**src/rtl/key_decoder_pkg.sv**
```systemverilog
// Shared key codes, FSM state encoding and one-hot event bit positions
// for the cap-touch cursor key decoder.
package key_decoder_pkg;

    localparam logic [2:0] KEY_NONE  = 3'd0;
    localparam logic [2:0] KEY_UP    = 3'd1;
    localparam logic [2:0] KEY_DOWN  = 3'd2;
    localparam logic [2:0] KEY_LEFT  = 3'd3;
    localparam logic [2:0] KEY_RIGHT = 3'd4;

    localparam int unsigned EV_UP    = 0;
    localparam int unsigned EV_DOWN  = 1;
    localparam int unsigned EV_LEFT  = 2;
    localparam int unsigned EV_RIGHT = 3;

    typedef enum logic [1:0] {
        ST_IDLE     = 2'd0,
        ST_DEBOUNCE = 2'd1,
        ST_HOLD     = 2'd2,
        ST_REPEAT   = 2'd3
    } state_t;

    // Anything outside the four direction codes reads as "no key".
    function automatic logic [2:0] filter_code(input logic [2:0] k);
        case (k)
            KEY_UP, KEY_DOWN, KEY_LEFT, KEY_RIGHT: filter_code = k;
            default:                               filter_code = KEY_NONE;
        endcase
    endfunction

    function automatic logic [3:0] event_onehot(input logic [2:0] k);
        event_onehot = '0;
        case (k)
            KEY_UP:    event_onehot[EV_UP]    = 1'b1;
            KEY_DOWN:  event_onehot[EV_DOWN]  = 1'b1;
            KEY_LEFT:  event_onehot[EV_LEFT]  = 1'b1;
            KEY_RIGHT: event_onehot[EV_RIGHT] = 1'b1;
            default:   event_onehot = '0;
        endcase
    endfunction

endpackage

```
**src/rtl/key_decoder_wrap_counter.sv**
```systemverilog
// Modulo-N up/down counter using compare-and-wrap (no modulo operator),
// used for one cursor axis.
module wrap_counter #(
    parameter int N = 8,
    localparam int W = $clog2(N)
) (
    input  logic         clk,
    input  logic         reset,
    input  logic         inc,
    input  logic         dec,
    output logic [W-1:0] count
);

    localparam logic [W-1:0] LAST = W'(N - 1);

    logic [W-1:0] count_q;
    logic [W-1:0] count_d;

    always_comb begin
        count_d = count_q;
        if (inc) begin
            count_d = (count_q == LAST) ? '0 : count_q + W'(1);
        end else if (dec) begin
            count_d = (count_q == '0) ? LAST : count_q - W'(1);
        end
    end

    always_ff @(posedge clk or posedge reset) begin
        if (reset) begin
            count_q <= '0;
        end else begin
            count_q <= count_d;
        end
    end

    assign count = count_q;

endmodule

```
**src/rtl/key_decoder.sv**
```systemverilog
// Debounces cap-touch direction keys, generates one-hot key events with
// auto-repeat, and maintains a wrapping cursor position.
module key_decoder
    import key_decoder_pkg::*;
#(
    parameter int DEBOUNCE_CYCLES = 1000,
    parameter int REPEAT_DELAY    = 500000,
    parameter int REPEAT_RATE     = 100000,
    parameter int COLS            = 64,
    parameter int ROWS            = 48,
    localparam int XW = $clog2(COLS),
    localparam int YW = $clog2(ROWS)
) (
    input  logic          clk,
    input  logic          reset,
    input  logic [2:0]    keys,
    output logic [3:0]    key_event,
    output logic          key_held,
    output logic [XW-1:0] cursor_x,
    output logic [YW-1:0] cursor_y
);

    localparam int MAX_A   = (DEBOUNCE_CYCLES > REPEAT_DELAY) ? DEBOUNCE_CYCLES : REPEAT_DELAY;
    localparam int MAX_CNT = (MAX_A > REPEAT_RATE) ? MAX_A : REPEAT_RATE;
    localparam int CW      = $clog2(MAX_CNT + 1);

    localparam logic [CW-1:0] DEB_LOAD = CW'(DEBOUNCE_CYCLES - 1);
    localparam logic [CW-1:0] DLY_LOAD = CW'(REPEAT_DELAY - 1);
    localparam logic [CW-1:0] RPT_LOAD = CW'(REPEAT_RATE - 1);

    state_t        state_q, state_d;
    logic [2:0]    code_q, code_d;
    logic [CW-1:0] cnt_q, cnt_d;
    logic [3:0]    event_q, event_d;
    logic          held_q, held_d;
    logic [2:0]    key_in;

    always_comb begin
        key_in  = filter_code(keys);
        state_d = state_q;
        code_d  = code_q;
        cnt_d   = cnt_q;
        event_d = '0;

        case (state_q)
            ST_IDLE: begin
                if (key_in != KEY_NONE) begin
                    code_d  = key_in;
                    cnt_d   = DEB_LOAD;
                    state_d = ST_DEBOUNCE;
                end
            end
            ST_DEBOUNCE: begin
                if (key_in == KEY_NONE) begin
                    code_d  = KEY_NONE;
                    state_d = ST_IDLE;
                end else if (key_in != code_q) begin
                    code_d = key_in;
                    cnt_d  = DEB_LOAD;
                end else if (cnt_q == '0) begin
                    event_d = event_onehot(code_q);
                    cnt_d   = DLY_LOAD;
                    state_d = ST_HOLD;
                end else begin
                    cnt_d = cnt_q - CW'(1);
                end
            end
            ST_HOLD, ST_REPEAT: begin
                // A changed key is never accepted here; IDLE re-debounces it.
                if (keys != code_q) begin
                    code_d  = KEY_NONE;
                    state_d = ST_IDLE;
                end else if (cnt_q == '0) begin
                    event_d = event_onehot(code_q);
                    cnt_d   = RPT_LOAD;
                    state_d = ST_REPEAT;
                end else begin
                    cnt_d = cnt_q - CW'(1);
                end
            end
            default: begin
                code_d  = KEY_NONE;
                state_d = ST_IDLE;
            end
        endcase

        held_d = (state_d == ST_HOLD) || (state_d == ST_REPEAT);
    end

    always_ff @(posedge clk or posedge reset) begin
        if (reset) begin
            state_q <= ST_IDLE;
            code_q  <= KEY_NONE;
            cnt_q   <= '0;
            event_q <= '0;
            held_q  <= 1'b0;
        end else begin
            state_q <= state_d;
            code_q  <= code_d;
            cnt_q   <= cnt_d;
            event_q <= event_d;
            held_q  <= held_d;
        end
    end

    assign key_event = event_q;
    assign key_held  = held_q;

    // Cursor axes step on the same edge that registers the event.
    wrap_counter #(.N(COLS)) u_x (
        .clk   (clk),
        .reset (reset),
        .inc   (event_d[EV_RIGHT]),
        .dec   (event_d[EV_LEFT]),
        .count (cursor_x)
    );

    wrap_counter #(.N(ROWS)) u_y (
        .clk   (clk),
        .reset (reset),
        .inc   (event_d[EV_DOWN]),
        .dec   (event_d[EV_UP]),
        .count (cursor_y)
    );

endmodule

```
**config.mk**
```make
export PLATFORM = sky130hd
export DESIGN_NAME = key_decoder
export DESIGN_NICKNAME = d
export VERILOG_FILES = /design/src/rtl/key_decoder_pkg.sv /design/src/rtl/key_decoder_wrap_counter.sv /design/src/rtl/key_decoder.sv
export SDC_FILE = /design/constraint.sdc
export NUM_CORES = 1
export LEC_CHECK = 0
export BUFFER_PORTS_ARGS = -buffer_cell sky130_fd_sc_hd__buf_2
export CORE_MARGIN = 5
export CORE_UTILIZATION = 40
export DETAILED_ROUTE_END_ITERATION = 8
export HOLD_SLACK_MARGIN = 0.03
export PLACE_DENSITY = 0.6
export SYNTH_ARGS = -nofsm -noshare
export SYNTH_HDL_FRONTEND = slang
export SYNTH_SLANG_ARGS = --single-unit
export TNS_END_PERCENT = 20
```
**constraint.sdc**
```tcl
create_clock -name clk -period 7.3 [get_ports clk]
set_input_delay 0.73 -clock clk [delete_from_list [all_inputs] [get_ports clk]]
set_output_delay 0.73 -clock clk [all_outputs]
set_load 0.1 [all_outputs]
```
# Word level (Yosys, flattened, before mapping)
# Cells that the tools add are included.
# Widths: inputs -> output; s select.
dict set report word_totals {
  wordCells 84
  in_bits 5
  ff_bits 41
}
dict set report classes {
  eq_ne 22
  muxes 37
  n_reduce_logical 13
  n_addsub 5
}
# op n
set op_table {}
lappend op_table {{$mux 19} 6}
lappend op_table {{$pmux 19 s3} 1}
lappend op_table {{$mux 6} 8}
lappend op_table {{$logic_not 19->1} 1}
lappend op_table {{$sub 19x1->19 const B} 1}
lappend op_table {{$mux 4} 4}
lappend op_table {{$mux 3} 5}
lappend op_table {{$add 6x1->6 const B} 2}
lappend op_table {{$eq 3x2->1 const B} 4}
lappend op_table {{$eq 6x6->1 const B} 2}
lappend op_table {{$logic_not 6->1} 2}
lappend op_table {{$mux 2} 6}
lappend op_table {{$sub 6x1->6 const B} 2}
lappend op_table {{$pmux 3 s3} 1}
lappend op_table {{$eq 2x2->1 const B} 4}
lappend op_table {{$ne 2x2->1 const B} 4}
lappend op_table {{$pmux 4 s2} 1}
lappend op_table {{$eq 3x1->1 const B} 2}
lappend op_table {{$eq 3x3->1 const B} 2}
lappend op_table {{$ne 3x3->1} 2}
lappend op_table {{$pmux 2 s3} 1}
lappend op_table {{$reduce_and 3->1} 2}
lappend op_table {{$mux 1} 4}
lappend op_table {{$reduce_bool 2->1} 2}
lappend op_table {{other kinds (8)} 8}

# Depth between registers and ports, before layout
dict set report depth {
  ltp_word 9
  mapped_depth 10
  mapped_depth_nobuf 8
}

# Modules after synthesis
# A second synthesis with hierarchy kept.
dict set report hier_totals {
  hier_cells 330
  area_unflattened_um2 2879.0
}
# mod seq_area_each_um2 area_per_inst_um2 instances cells_each
set by_module_without_submodules {}
lappend by_module_without_submodules {key_decoder 725.7 1843.0 1 206}
lappend by_module_without_submodules {{wrap_counter at u_x} 150.1 535.5 1 60}
lappend by_module_without_submodules {{wrap_counter at u_y} 150.1 500.5 1 64}

# Least setup slack after synthesis
# OpenSTA, ideal clock, no wires.
dict set report synth_path {
  path_kind {in2reg}
  startpoint {input keys[2]}
  endpoint {register u_x.count_q[4], in the netlist u_x.count[4]}
  t_required_ps 7179
  setup_slack_ps 4466
  stages 7
  arrival_time_ps 2713
  setup_ps 121
  cell_sequence {clkbuf_1 -> nand2_1 -> or4b_4 -> or2_4 -> a2111oi_4 -> mux2_4 -> o22a_1}
}
dict set report synth_between {
  elab_chain_cells 8
  word_cells_on_any_way 15
}
# item line
set synth_lines {}
lappend synth_lines {{start: declaration} key_decoder.sv:16} ;# input logic [2:0] keys,
lappend synth_lines {{$eq 3x1->1, or another cell as far along} key_decoder_pkg.sv:25} ;# case (k)
lappend synth_lines {{$reduce_or 4->1} key_decoder_pkg.sv:25}
lappend synth_lines {{$mux 3} key_decoder_pkg.sv:25}
lappend synth_lines {{$ne 3x3->1} key_decoder.sv:57} ;# end else if (key_in != code_q) begin
lappend synth_lines {{$mux 4} key_decoder.sv:57}
lappend synth_lines {{$mux 4} key_decoder.sv:54} ;# if (key_in == KEY_NONE) begin
lappend synth_lines {{$pmux 4 s2 *} key_decoder.sv:45} ;# case (state_q)
lappend synth_lines {{named net u_x.inc} key_decoder_wrap_counter.sv:9} ;# input logic inc,
lappend synth_lines {{$mux 6 / $reduce_bool 2->1 (equally long branches)} -}
lappend synth_lines {{end signal: assignment} key_decoder_wrap_counter.sv:32} ;# count_q <= count_d;
lappend synth_lines {{end: declaration} key_decoder_wrap_counter.sv:16} ;# logic [W-1:0] count_q;
# Mark *: on every way through the listed nets, which the timed path passes. The rest lies on a longest branch.
# A chain may end at the register's enable or synchronous reset.

# Worst setup path in the final report
dict set report layout_path {
  startpoint {register cnt_q[0]}
  endpoint {register u_x.count_q[0], in the netlist u_x.count[0]}
}
dict set report layout_between {
  elab_chain_cells 6
  word_cells_on_any_way 8
}
# item line
set layout_lines {}
lappend layout_lines {{start: declaration} key_decoder.sv:33} ;# logic [CW-1:0] cnt_q, cnt_d;
lappend layout_lines {{start signal: assignment} key_decoder.sv:100} ;# cnt_q <= cnt_d;
lappend layout_lines {{$logic_not 19->1 *} {key_decoder.sv:60, key_decoder.sv:73}}
lappend layout_lines {{$mux 4 *} key_decoder.sv:60} ;# end else if (cnt_q == '0) begin
lappend layout_lines {{$mux 4} key_decoder.sv:57}
lappend layout_lines {{$mux 4} key_decoder.sv:54}
lappend layout_lines {{$pmux 4 s2 *} key_decoder.sv:45}
lappend layout_lines {{$mux 6 / $reduce_bool 2->1 (equally long branches)} -}
# Mark *: on every way between the ends. The rest lies on a longest branch, timed or not.

==> impl_metrics.toml <==
[run_status]
status = "finished, final reports clean"

[critical_path]
slowest_delay_ps = 670
cp.arrival_ps = 3010
endpoint_kind = "flop"
worstSetupPathType = "flop to flop"
crit_family = "simple AND/OR/NAND/NOR gates"
r2r-end = "u_x.count[0]"
startpoint_type = "flop"
startpoint = "cnt_q[0]"
cp_slowest_cell = "or4_1"
reg2regPathDepth = 8
regToRegSetupSlack_ps = 4470
cp_data_required_time_ps = 7490
crit_fanout = 9
r2r-start = "cnt_q[0]"
path_buf_inv = 1
critical_path.cell_chain = "inv_1 > ha_1 > nor4b_1 > nand2_1 > or4_1 > a211oi_4 > a41oi_1 > mux2_2"

[cells_and_area]
seq_area_sq_um = 1000
drive_above_1_share = 0.134
multi_input_area_sq_um = 1780
diodes = 0
syn_to_final_growth_pct = 8.73
stdcell_area_sq_um = 3180
num-fill-cells = 722
finalNonFillerCells = 465
final_core_util = 0.443
finalNetCount = 378

[floorplan]
start_util = 0.407
fp.dieW_microns = 95.5
io_pins = 22
core-area_sq_um = 7180
fp-row-count = 31
die-area_sq_um = 9120
die_h_microns = 95.5

[synth]
syn_area_sq_um = 2920
yosysMostFrequentCell = "dfrtp_1"
synth_top_area_frac = 0.342
syn-instance-count = 355
syn-num-nets = 368
synth_area_leaders = "dfrtp_1 (34%), o21ai_0 (6.3%), nor2_1 (4.5%)"
yosysUniqueCellTypes = 60
synthFlopType = "dfrtp_1"
synth_enable_flop_cells = 0
synth_commonest_cells = "dfrtp_1 (40), o21ai_0 (37), nor2_1 (35)"
synthArstFlopShare = 1.00
synth-seq-cells = 40
ys_seq_area_frac = 0.342
avgSynthCellArea_sq_um = 8.23
synth.largest_area_cell = "dfrtp_1"
ys_warn_count = 0

[sta]
fmax_mhz = 354
rsz0062_at_grt = "no"
slew_viol_final = 0
timing.slew.headroom = 0.472
period_minus_slack_ps = 2830
min_period_over_period = 0.387
setup_slack_ps = 4470
hold_viol_final = 0
fin_worst_skew_ps = 5.52
setup_viol_count_final = 0
holdWs_ps = 529
fin_tns_setup_ps = 0
tightest_slew_ps = 789

[worst_hold_path]
whs_endpoint = "cnt_q[0]"
hold_path_depth = 1
min_path_type = "flop to flop"
min-delay-start = "cnt_q[0]"

[routing]
wirelength_microns = 7030
via_count = 2661
firstDrtPassIters = 4
drc = 0
vias_per_cell = 5.72
final_antenna_net_count = 0
wl_per_cell_microns = 15.1
drtIter0Drc = 114

[cts]
cts-buffers-inserted = 5
root_buffer = "clkbuf_8"
post_cts_resized = 0
clock_latency_ps = 290
h-tree-depth = 2
clk_pin_slew_worst_paths_ps = 80
cts_num_sinks = 40
post-cts-setup-buffers = 0
cts_hold_buf = 0
clockBufferDepth = 2
cts_tree = "built"

[placed_design]
placed_cell_area_sq_um = 3090
pre_cts_ws_ps = 4360
dpl.hpwl_microns = 5090
gp_congestion = 0.840
io_buffers = 21
place_inst = 457

[flow_run]
drv_cap = 0

[power_and_ir_drop]
p_leak_nw = 1.34
power_density_nw_per_um2 = 143
irDropWorstVdd_v = 0.0000786
finalPower_mw = 0.454

[global_routing]
grt_pass1_vias = 2489
grt.overflow.total = 0
grt_max_degree = 41
track_usage = 0.164
grt_first_pass_wirelength_microns = 12000
antenna_found_initial = 0
==> worst max path at each step <==
stage                        end  slack, ps  cells after the start
CTS                 u_x.count[0]       4470                      8
floorplan           u_x.count[4]       4470                      7
finish              u_x.count[0]       4470                      8
global placement    u_x.count[0]       4390                      7
detailed placement  u_x.count[4]       4360                      7
global route        u_x.count[0]       4190                      8
==> cells in the final DEF, fill, tap and decap left out, drive strengths merged, types with 6 or more instances in the layout <==
cell and instances:
dfrtp 40, o21ai 37, nor2 35, nand2 34
a21oi 26, buf 24, nor3 21, inv 14
ha 8, or3 7, nor4 7, nand3 6
a31oi 6, clkbuf 6
==> layout make-up <==
| type | count | area share |
|---|---|---|
| Multi-Input combinational cell | 280 | 0.560 |
| Sequential cell | 40 | 0.315 |
| Timing Repair Buffer | 24 | 0.0402 |
| Tap cell | 99 | 0.0390 |
| Clock buffer | 6 | 0.0260 |
| Inverter | 14 | 0.0165 |
| Clock inverter | 2 | 0.00315 |
==> sequential cells by signal, indices dropped and copies added (netlist names) <==
register	flops
code_q	3
state_q	1
key_held	1
u_y.count	6
cnt_q	19
key_event	4
u_x.count	6
==> power by group <==
part | total [mW] | internal [mW] | leakage (nW) | switching (mW)
clock network | 0.158 | 0.0756 | 0.0510 | 0.0822
registers | 0.232 | 0.225 | 0.497 | 0.00767
logic | 0.0637 | 0.0214 | 0.794 | 0.0423
total | 0.454 | 0.322 | 1.34 | 0.132
==> cells by family (layout without fill, tap and decap cells) <==
| group | count (synthesis) | in the layout | share of synthesized area |
|---|---|---|---|
| compound gates | 117 | 117 | 0.283 |
| xor+xnor | 7 | 7 | 0.0210 |
| fa+ha+maj | 8 | 8 | 0.0342 |
| buf+inv | 35 | 46 | 0.0484 |
| flops | 40 | 40 | 0.342 |
| mux | 7 | 7 | 0.0270 |
| simple gates | 141 | 141 | 0.244 |
==> worst reg2reg max path, cell delays in order (launching register included) <==
cell,delay [ps]
dfrtp_1,420
inv_1,100
ha_1,140
nor4b_1,340
nand2_1,170
or4_1,670
a211oi_4,440
a41oi_1,160
mux2_2,280
==> layer usage <==
| layer | vias to the layer above | share of wire | track usage |
|---|---|---|---|
| met5 | - | 0 | 0 |
| met4 | 0 | 0.0092 | 0.0486 |
| met3 | 5 | 0.040 | 0.0268 |
| li1 | 1334 | - | - |
| met2 | 44 | 0.45 | 0.261 |
| met1 | 1278 | 0.50 | 0.228 |
No activity file was read; power rests on OpenSTA's default activity.
